--- src/rtl/uart_pkg.sv ---
// Shared UART definitions: FSM encoding, register window addresses, frame constants.
// Define UART_TX_PARITY_EN to add an even-parity bit (8E1 instead of 8N1).
package uart_pkg;

  localparam int unsigned DATA_BITS        = 8;
  localparam logic [31:0] UART_DATA_ADDR   = 32'h0000_4000;
  localparam logic [31:0] UART_STATUS_ADDR = 32'h0000_4004;

`ifdef UART_TX_PARITY_EN
  localparam int unsigned FRAME_BITS = 11;
`else
  localparam int unsigned FRAME_BITS = 10;
`endif

  typedef enum logic [2:0] {
    StIdle,
    StStart,
    StData,
`ifdef UART_TX_PARITY_EN
    StParity,
`endif
    StStop
  } uart_state_e;

  function automatic logic even_parity(input logic [DATA_BITS-1:0] d);
    return ^d;
  endfunction

endpackage

--- src/rtl/uart_tx_if.sv ---
// Decoder-side port bundle of the UART transmitter: write strobe, store data, busy, line.
interface uart_tx_if;
  import uart_pkg::*;

  logic        uart_write;
  logic [31:0] data_in;
  logic        uart_busy;
  logic        tx;

  modport master (
    output uart_write,
    output data_in,
    input  uart_busy,
    input  tx
  );

  modport slave (
    input  uart_write,
    input  data_in,
    output uart_busy,
    output tx
  );

endinterface

--- src/rtl/uart_baud_gen.sv ---
// Bit-period counter: counts 0..CLKS_PER_BIT-1 while enabled, ticks on the last count.
module uart_baud_gen #(
  parameter int unsigned CLKS_PER_BIT = 434
) (
  input  logic clk,
  input  logic rst,
  input  logic en,
  output logic tick
);

  localparam int unsigned CntW = (CLKS_PER_BIT > 1) ? $clog2(CLKS_PER_BIT) : 1;
  localparam logic [CntW-1:0] CntMax = CntW'(CLKS_PER_BIT - 1);

  logic [CntW-1:0] cnt_q, cnt_d;

  assign tick = en && (cnt_q == CntMax);

  // Held at zero while disabled so every bit period starts from a clean count.
  always_comb begin
    cnt_d = cnt_q;
    if (!en || tick) begin
      cnt_d = '0;
    end else begin
      cnt_d = cnt_q + 1'b1;
    end
  end

  always_ff @(posedge clk) begin
    if (rst) begin
      cnt_q <= '0;
    end else begin
      cnt_q <= cnt_d;
    end
  end

endmodule

--- src/rtl/uart_tx.sv ---
// Memory-mapped UART transmitter: one-cycle write strobe in, 8N1 serial frame out.
// Define UART_TX_PARITY_EN for an even-parity bit between data and stop (8E1).
module uart_tx #(
  parameter int unsigned CLK_FREQ  = 50000000,
  parameter int unsigned BAUD_RATE = 115200
) (
  input logic      clk,
  input logic      rst,
  uart_tx_if.slave bus
);
  import uart_pkg::*;

  // Must come out at 2 or more for the bit-period counter to work.
  localparam int unsigned CLKS_PER_BIT = CLK_FREQ / BAUD_RATE;
  localparam int unsigned BitCntW = $clog2(DATA_BITS);
  localparam logic [BitCntW-1:0] LastBit = BitCntW'(DATA_BITS - 1);

  uart_state_e          state_q, state_d;
  logic [DATA_BITS-1:0] shift_q, shift_d;
  logic [BitCntW-1:0]   bit_cnt_q, bit_cnt_d;
  logic                 tx_q, tx_d;
  logic                 busy_q, busy_d;
  logic                 baud_en, baud_tick;
  logic                 unused_data_hi;

`ifdef UART_TX_PARITY_EN
  logic parity_q, parity_d;
`endif

  assign unused_data_hi = ^bus.data_in[31:DATA_BITS];
  assign baud_en        = (state_q != StIdle);

  uart_baud_gen #(
    .CLKS_PER_BIT(CLKS_PER_BIT)
  ) u_baud_gen (
    .clk  (clk),
    .rst  (rst),
    .en   (baud_en),
    .tick (baud_tick)
  );

  always_comb begin
    state_d   = state_q;
    shift_d   = shift_q;
    bit_cnt_d = bit_cnt_q;
`ifdef UART_TX_PARITY_EN
    parity_d  = parity_q;
`endif
    unique case (state_q)
      StIdle: begin
        // Writes are only seen here, so anything arriving mid-frame is dropped.
        if (bus.uart_write) begin
          state_d   = StStart;
          shift_d   = bus.data_in[DATA_BITS-1:0];
          bit_cnt_d = '0;
`ifdef UART_TX_PARITY_EN
          parity_d  = even_parity(bus.data_in[DATA_BITS-1:0]);
`endif
        end
      end
      StStart: begin
        if (baud_tick) state_d = StData;
      end
      StData: begin
        if (baud_tick) begin
          shift_d   = shift_q >> 1;
          bit_cnt_d = bit_cnt_q + 1'b1;
          if (bit_cnt_q == LastBit) begin
`ifdef UART_TX_PARITY_EN
            state_d = StParity;
`else
            state_d = StStop;
`endif
          end
        end
      end
`ifdef UART_TX_PARITY_EN
      StParity: begin
        if (baud_tick) state_d = StStop;
      end
`endif
      StStop: begin
        if (baud_tick) state_d = StIdle;
      end
      default: state_d = StIdle;
    endcase

    // Outputs are decoded from the next state so they land in flops with the transition.
    busy_d = (state_d != StIdle);
    unique case (state_d)
      StStart:  tx_d = 1'b0;
      StData:   tx_d = shift_d[0];
`ifdef UART_TX_PARITY_EN
      StParity: tx_d = parity_d;
`endif
      default:  tx_d = 1'b1;
    endcase
  end

  always_ff @(posedge clk) begin
    if (rst) begin
      state_q   <= StIdle;
      shift_q   <= '0;
      bit_cnt_q <= '0;
      tx_q      <= 1'b1;
      busy_q    <= 1'b0;
`ifdef UART_TX_PARITY_EN
      parity_q  <= 1'b0;
`endif
    end else begin
      state_q   <= state_d;
      shift_q   <= shift_d;
      bit_cnt_q <= bit_cnt_d;
      tx_q      <= tx_d;
      busy_q    <= busy_d;
`ifdef UART_TX_PARITY_EN
      parity_q  <= parity_d;
`endif
    end
  end

  assign bus.tx        = tx_q;
  assign bus.uart_busy = busy_q;

endmodule
--- src/flat_wrapper.sv ---
// flat-port wrapper written by rule: the top's interface ports become plain ports
module uart_tx_flat import uart_pkg::*;
#(
  parameter int unsigned CLK_FREQ  = 50000000,
  parameter int unsigned BAUD_RATE = 115200
)
  (clk, rst, bus_uart_write, bus_data_in, bus_uart_busy, bus_tx);
  uart_tx_if bus_i ();
  input logic clk;
  input logic rst;
  input wire logic [$bits(bus_i.uart_write)-1:0] bus_uart_write;
  input wire logic [$bits(bus_i.data_in)-1:0] bus_data_in;
  output wire logic [$bits(bus_i.uart_busy)-1:0] bus_uart_busy;
  output wire logic [$bits(bus_i.tx)-1:0] bus_tx;
  assign bus_i.uart_write = bus_uart_write;
  assign bus_i.data_in = bus_data_in;
  assign bus_uart_busy = bus_i.uart_busy;
  assign bus_tx = bus_i.tx;
  uart_tx #(.CLK_FREQ(CLK_FREQ), .BAUD_RATE(BAUD_RATE)) u_core (.clk(clk), .rst(rst), .bus(bus_i));
endmodule
--- config.mk ---
export PLATFORM = sky130hd
export DESIGN_NAME = uart_tx_flat
export DESIGN_NICKNAME = d
export VERILOG_FILES = /design/src/rtl/uart_pkg.sv /design/src/rtl/uart_tx_if.sv /design/src/rtl/uart_baud_gen.sv /design/src/rtl/uart_tx.sv /design/src/flat_wrapper.sv
export SDC_FILE = /design/constraint.sdc
export NUM_CORES = 1
export LEC_CHECK = 0
export CORE_AREA = 4 4 48 61
export CTS_CLUSTER_SIZE = 20
export DETAILED_ROUTE_END_ITERATION = 8
export DIE_AREA = 0 0 52 65
export DONT_BUFFER_PORTS = 1
export HOLD_SLACK_MARGIN = 0.03
export SETUP_SLACK_MARGIN = 0.5
export SLEW_MARGIN = 5
export SYNTH_ARGS = -nofsm -noshare
export SYNTH_HDL_FRONTEND = slang
export SYNTH_SLANG_ARGS = --single-unit
--- constraint.sdc ---
create_clock -name clk -period 3.4 [get_ports clk]
set_input_delay 0.34 -clock clk [delete_from_list [all_inputs] [get_ports clk]]
set_output_delay 0.34 -clock clk [all_outputs]
set_load 0.02 [all_outputs]
==> impl_metrics.ini, run 1 <==
[route]
via_per_inst = 5.49
drt-total-wl_mm = 2.03
wl_per_cell_um = 12.9
antenna_left = 0
firstDrtPassIters = 4
drc = 0
drtIter0Drc = 26
vias = 867

[worst_setup_path]
cp-startpoint = u_core.state_q[1]$_SDFF_PP0_
r2r_slack_ns = 1.70
endpoint = u_core.bus.tx$_SDFF_PP1_
r2r_end = u_core.bus.tx$_SDFF_PP1_
crit_path_start_kind = register
critical_path_class = register to register
reg2reg_depth = 4
cp_data_required_time_ns = 3.60
crit_fanout = 11
critPathArrivalTime_ns = 1.89
critPathCaptureType = register
r2r-start = u_core.state_q[1]$_SDFF_PP0_

[clock_network]
cts_inserted_buffers = 3
clkSinkCount = 25
clockBufferDepth = 2
clock-root-buffer = clkbuf_4
cts_hold_buf = 0
cts_setup_buffers = 0
cts_resized = 0
clk_pin_slew_ns = 0.13
cts-htree-levels = 1
cts_tree = yes
clk_latency_ns = 0.31

[worst_hold_path]
hold_class = primary input to register

[final_layout]
area_delta_synth_final_pct = 2.61
final_common_cell = dfxtp_1
drive_gt1_frac = 0.0720
multi_input_comb_area_um2 = 606
fill_cells = 246
layout_common_cells = dfxtp_1 (25), nand3_1 (17), nor2_1 (15), a21oi_1 (12), a22oi_1 (6)
nets = 165
antennaDiodeCount = 0
seq_area_um2 = 500

[global_routing]
grt_pass1_vias = 893
track_usage = 0.146
overflow = 0
grt_pass1_wl_mm = 3.82
grt_max_degree = 15
antenna_found_initial = 0

[job]
maxCapViolCount = 0

[place]
portBuffers = 0
dp_hpwl_mm = 1.46
gp_congestion = 0.851

[sta]
rsz0062_at_grt = no
setup_viol = 0
fin_skew_ns = 0.00189
period_needed_ns = 1.70
max_freq_mhz = 589
hold_violations = 0
slew_violations = 0
period_share = 0.499
setup_tns_ns = 0

[power_and_ir_drop]
internal_power_w = 0.000356
p_leak_nw = 0.385
p_seq_frac = 0.669
ir_worst_vdd_uv = 214
p_comb_frac = 0.049
total_power_w = 0.000460
p_sw_frac = 0.227
powerDensity_nw_per_um2 = 390
power_frac_clock = 0.282
switching_power_w = 0.000104

[yosys]
synth_nets = 166
synth_edf_count = 0
synth.yosys.seq_area_share = 0.435
synth_top_flop_cell = dfxtp_1
ys_warn_count = 0
netlist_instances = 127
async_flop_share = 0
synthesis.area_um2 = 1150
synth.distinct_cells = 37
ys_ff_latch = 25
syn_avg_cell_area_um2 = 9.06

[floorplan]
start_util = 0.484
dieArea_um2 = 3380
ios = 37
std_cell_rows = 20
core-area_um2 = 2380
die_w_um = 52
die_y_um = 65

[outcome]
status = finished, final reports clean
-- state kept, by name (all words and copies together), names as in the netlist --
register / flops
u_core.u_baud_gen.cnt_q: 9
u_core.shift_q: 8
u_core.bus.tx: 1
u_core.bit_cnt_q: 3
u_core.bus.uart_busy: 1
u_core.state_q: 3
-- worst max-delay path, stage by stage, from the launching register on --
cell and delay, ns:
dfxtp_1 0.53, nor3b_4 0.30, nand3_1 0.37, nand3_1 0.27, a41oi_2 0.13
-- per-layer routing --
metal / GRT usage / share of wire
met5: 0 / 0
met4: 0.0689 / 0.0089
met3: 0.0253 / 0.047
met2: 0.250 / 0.51
met1: 0.171 / 0.44
-- per-stage QoR --
stage | area (µm²) | cells | worst slack, ns | hold WS, ns | utilization
floorplan | 1150 | 127 | 2.02 | 0.409 | -
global placement | 1150 | 154 | 1.75 | 0.411 | 0.486
detailed placement | 1150 | 154 | 1.73 | 0.414 | 0.486
CTS | 1180 | 158 | 1.71 | 0.0609 | 0.497
global route | 1180 | 158 | 1.49 | 0.0470 | 0.497
finish | 1180 | 158 | 1.70 | 0.0762 | 0.497
-- cell families (layout without fill, tap and decap cells) --
group | Yosys count | count (layout) | share of synthesized area
compound gates | 27 | 27 | 0.151
xor+xnor | 8 | 8 | 0.0609
fa+ha+maj | 4 | 4 | 0.0435
buf+inv | 8 | 6 | 0.0391
flops | 25 | 25 | 0.435
mux | 1 | 1 | 0.00870
other cells | 1 | 1 | 0.00326
simple gates | 53 | 53 | 0.259
-- worst min-delay path by stage --
stage	cells after the start	slack, ns	endpoint	startpoint
floorplan	1	0.41	u_core.shift_q[0]$_SDFF_PP0_	rst
global placement	1	0.41	u_core.bit_cnt_q[2]$_SDFFE_PP0P_	rst
detailed placement	1	0.41	u_core.shift_q[2]$_SDFFE_PP0P_	rst
CTS	1	0.06	u_core.bit_cnt_q[2]$_SDFFE_PP0P_	rst
global route	1	0.05	u_core.bit_cnt_q[0]$_SDFFE_PP0P_	rst
finish	1	0.08	u_core.bit_cnt_q[2]$_SDFFE_PP0P_	rst
-- layout make-up --
class / count / share of cell area
Clock buffer: 4 / 0.0222
Inverter: 2 / 0.00636
Multi-Input combinational cell: 94 / 0.513
Sequential cell: 25 / 0.424
Tap cell: 33 / 0.0350
-- Yosys cell counts (3+ instances only) --
| library cell | number | area (µm²) |
|---|---|---|
| nand2_1 | 4 | 15.0 |
| ha_1 | 4 | 50.1 |
| xnor2_1 | 4 | 35.0 |
| nand3_1 | 17 | 85.1 |
| nor2_1 | 15 | 56.3 |
| a21oi_1 | 12 | 60.1 |
| buf_2 | 3 | 15.0 |
| xor2_1 | 4 | 35.0 |
| dfxtp_1 | 25 | 500 |
| a22oi_1 | 6 | 45.0 |
-- power by group through the flow --
stage                     Clock (W)  Sequential (W)  Combinational, W
final                      0.000130        0.000308         0.0000225
after global routing       0.000148        0.000309         0.0000266
after CTS                  0.000136        0.000308         0.0000229
after detailed placement          0        0.000314         0.0000227
after global placement            0        0.000314         0.0000219
after floorplan                   0        0.000313         0.0000209
Note: power is estimated with default switching activity, not from simulation.
==> run 2, diff against run 1 <==
--- a/config.mk
+++ b/config.mk
@@ -5,12 +5,14 @@
 export SDC_FILE = /design/constraint.sdc
 export NUM_CORES = 1
 export LEC_CHECK = 0
-export CORE_AREA = 4 4 48 61
+export ABC_AREA = 1
+export CORE_AREA = 4 4 48 60
 export CTS_CLUSTER_SIZE = 20
 export DETAILED_ROUTE_END_ITERATION = 8
-export DIE_AREA = 0 0 52 65
+export DIE_AREA = 0 0 52 64
 export DONT_BUFFER_PORTS = 1
 export HOLD_SLACK_MARGIN = 0.03
+export PLACE_DENSITY = 0.65
 export SETUP_SLACK_MARGIN = 0.5
 export SLEW_MARGIN = 5
 export SYNTH_ARGS = -nofsm -noshare
==> constraint.sdc (replaced) <==
create_clock -name clk -period 1.4 [get_ports clk]
set_input_delay 0.14 -clock clk [delete_from_list [all_inputs] [get_ports clk]]
set_output_delay 0.14 -clock clk [all_outputs]
set_load 0.02 [all_outputs]
==> run 2 against run 1 <==
The flow now finishes with violations (negative hold slack); count of clock-buffer cells in the layout did not move; non-clock buffer count increased by 17; first-iteration DRC count decreased by 23%; final cell count up 23%; design area grew 27%; worst hold slack got worse by 0.21 ns; fmax up 26%; largest cell class unchanged.
==> impl_metrics.ini, run 2 <==
[yosys]
synth_top_flop_cell = dfxtp_1
netlist_instances = 142
synth_edf_count = 0
yosys-top-cells-area = dfxtp_1 (45%), nand2_1 (7.7%), a21oi_1 (6.3%)
synth_top_area_cell = dfxtp_1
ys_warn_count = 0
synth_top_area_share = 0.447
ys_ff_latch = 25
synthesis.area_um2 = 1120
netlist_top_cells_count = dfxtp_1 (25), nand2_1 (23), nor2_1 (15)
synth_nets = 181
synth.yosys.seq_area_share = 0.447
yosysMostFrequentCell = dfxtp_1
syn_avg_cell_area_um2 = 7.88
async_flop_share = 0
synth.distinct_cells = 24

[global_routing]
grt_pass1_vias = 986
grt_pass1_wl_mm = 3.93
grt_max_degree = 14
overflow = 0
antenna_found_initial = 0
track_usage = 0.151

[outcome]
violations = negative hold slack
status = finished with violations

[worst_setup_path]
critical_path_class = register to register
path_cells = inv_2 -> ha_4 -> nand2_1 -> nor2_2 -> nand2_2 -> a21oi_2 -> nand2_2 -> nand2_2 -> nand3_1 -> nand2_1 -> inv_1
max_stage_delay_ns = 0.34
cp_data_required_time_ns = 1.63
r2r-start = u_core.u_baud_gen.cnt_q[1]$_SDFF_PP0_
cpMaxStageDelayCell = dfxtp_2
crit_top_cell = nand2_2
cp-startpoint = u_core.u_baud_gen.cnt_q[1]$_SDFF_PP0_
critPathCaptureType = register
crit_path_start_kind = register
critPathArrivalTime_ns = 1.57
crit_fanout = 3

[route]
firstDrtPassIters = 4
drtIter0Drc = 20
vias = 984
drc = 0
drt-total-wl_mm = 2.38
via_per_inst = 5.05
antenna_left = 0
wl_per_cell_um = 12.2

[floorplan]
core-area_um2 = 2380
die_w_um = 52
start_util = 0.471
ios = 37
std_cell_rows = 20
die_y_um = 64
dieArea_um2 = 3330

[final_layout]
drive_gt1_frac = 0.451
nets = 202
antennaDiodeCount = 0
layout_common_cells = dfxtp_1 (21), nand2_1 (20), nor2_2 (11), buf_4 (11), inv_1 (10)
regMostFlops = u_core.u_baud_gen.cnt_q
largest_reg_flops = 9
fill_cells = 202
area_delta_synth_final_pct = 34.2
top_regs = u_core.u_baud_gen.cnt_q (9), u_core.shift_q (8)
final_common_cell = dfxtp_1

[sta]
period_needed_ns = 1.35
holdWs_ns = -0.131
rsz0062_at_grt = yes
hold_violations = 11
setup_tns_ns = 0
slew_violations = 0
max_freq_mhz = 743
period_share = 0.962
fin_skew_ns = 0.0100
setup_viol = 0

[worst_hold_path]
hold_class = primary input to register
hold_start = rst

[clock_network]
clk_latency_ns = 0.31
clockBufferDepth = 2
cts-htree-levels = 1
clock-root-buffer = clkbuf_4
cts_tree = yes
clkSinkCount = 25
cts_inserted_buffers = 3
clk_pin_slew_ns = 0.13

[power_and_ir_drop]
powerDensity_nw_per_um2 = 798
ir_worst_vdd_uv = 465
p_leak_nw = 0.566
total_power_w = 0.00120

[place]
gp_congestion = 0.801
portBuffers = 0
dp_hpwl_mm = 1.61

[job]
maxCapViolCount = 0
run 2: changes by cell type after synthesis, sizes merged, moves of 3 or more:
cell	before	now
nand4	1	4
xnor2	4	0
nand2	5	30
nor2	15	21
inv	2	16
nand3	17	8
xor2	4	1
buf	5	0
run 2: repair_timing:
action | 4_1_cts | 5_1_grt
resized for setup | 16 | 26
pin swaps | 10 | 18
hold endpoints to repair | 12 | 11
endpoints found under the setup margin | 26 | 25
setup buffers | 4 | 5
run 2: area by class of cell:
class | instances | area (µm²) | share of cell area
timing repair buffer | 17 | 159 | 0.106
sequential | 25 | 505 | 0.337
clock buffer | 4 | 26.3 | 0.0175
multi-input combinational | 100 | 702 | 0.467
inverter | 16 | 67.6 | 0.0450
tap | 33 | 41.3 | 0.0275
run 2: through the flow:
step	instances	hold WS [ns]	util	setup WS (ns)	area [µm²]
6_report	195	-0.131	0.632	0.0534	1500
5_1_grt	195	-0.149	0.632	-0.0947	1500
4_1_cts	190	-0.142	0.576	0.0329	1370
3_5_place_dp	182	0.213	0.521	-0.0225	1240
3_3_place_gp	182	0.212	0.521	-0.00196	1240
2_1_floorplan	142	0.213	-	0.107	1140
run 2: kinds of logic (layout without fill, tap and decap cells):
kind of cell | Yosys count | in the layout | synth area share
xor gates and xnor gates | 1 | 1 | 0.00783
DFF | 25 | 25 | 0.447
adders and majority gates | 4 | 4 | 0.0447
AOI/OAI and AO/OA | 28 | 28 | 0.149
and+or+nand+nor | 66 | 66 | 0.291
other | 1 | 1 | 0.00335
buffers and inverters | 17 | 37 | 0.0570
run 2: worst max-delay path, delay by kind of cell (launching register included):
kind | cells | cell delay, ns
flip-flops | 1 | 0.34
AO/OA/AOI/OAI | 1 | 0.16
AND/OR/NAND/NOR | 7 | 0.53
adder cells (fa/ha/maj) | 1 | 0.13
buffers and inverters | 2 | 0.09
run 2: power by group:
part	switching (W)	internal (W)	leakage, nW
logic	0.0000692	0.0000657	0.345
clock network	0.000196	0.000111	0.0150
registers	0.0000192	0.000737	0.205
run 2: per-layer routing:
layer | global-route usage | up-vias | share of wire
li1 | - | 507 | -
met5 | 0 | - | 0
met3 | 0.0256 | 6 | 0.031
met2 | 0.283 | 16 | 0.57
met4 | 0.0852 | 0 | 0.024
met1 | 0.149 | 455 | 0.37
run 2: worst paths after layout:
check | endpoint | slack (ns) | cells past startpoint
min | u_core.shift_q[0]$_SDFF_PP0_ | -0.13 | 1
max | u_core.bus.tx$_SDFF_PP1_ | 0.05 | 11
max reg2reg | u_core.bus.tx$_SDFF_PP1_ | 0.05 | 11
min reg2reg | u_core.shift_q[2]$_SDFFE_PP0P_ | 0.47 | 2
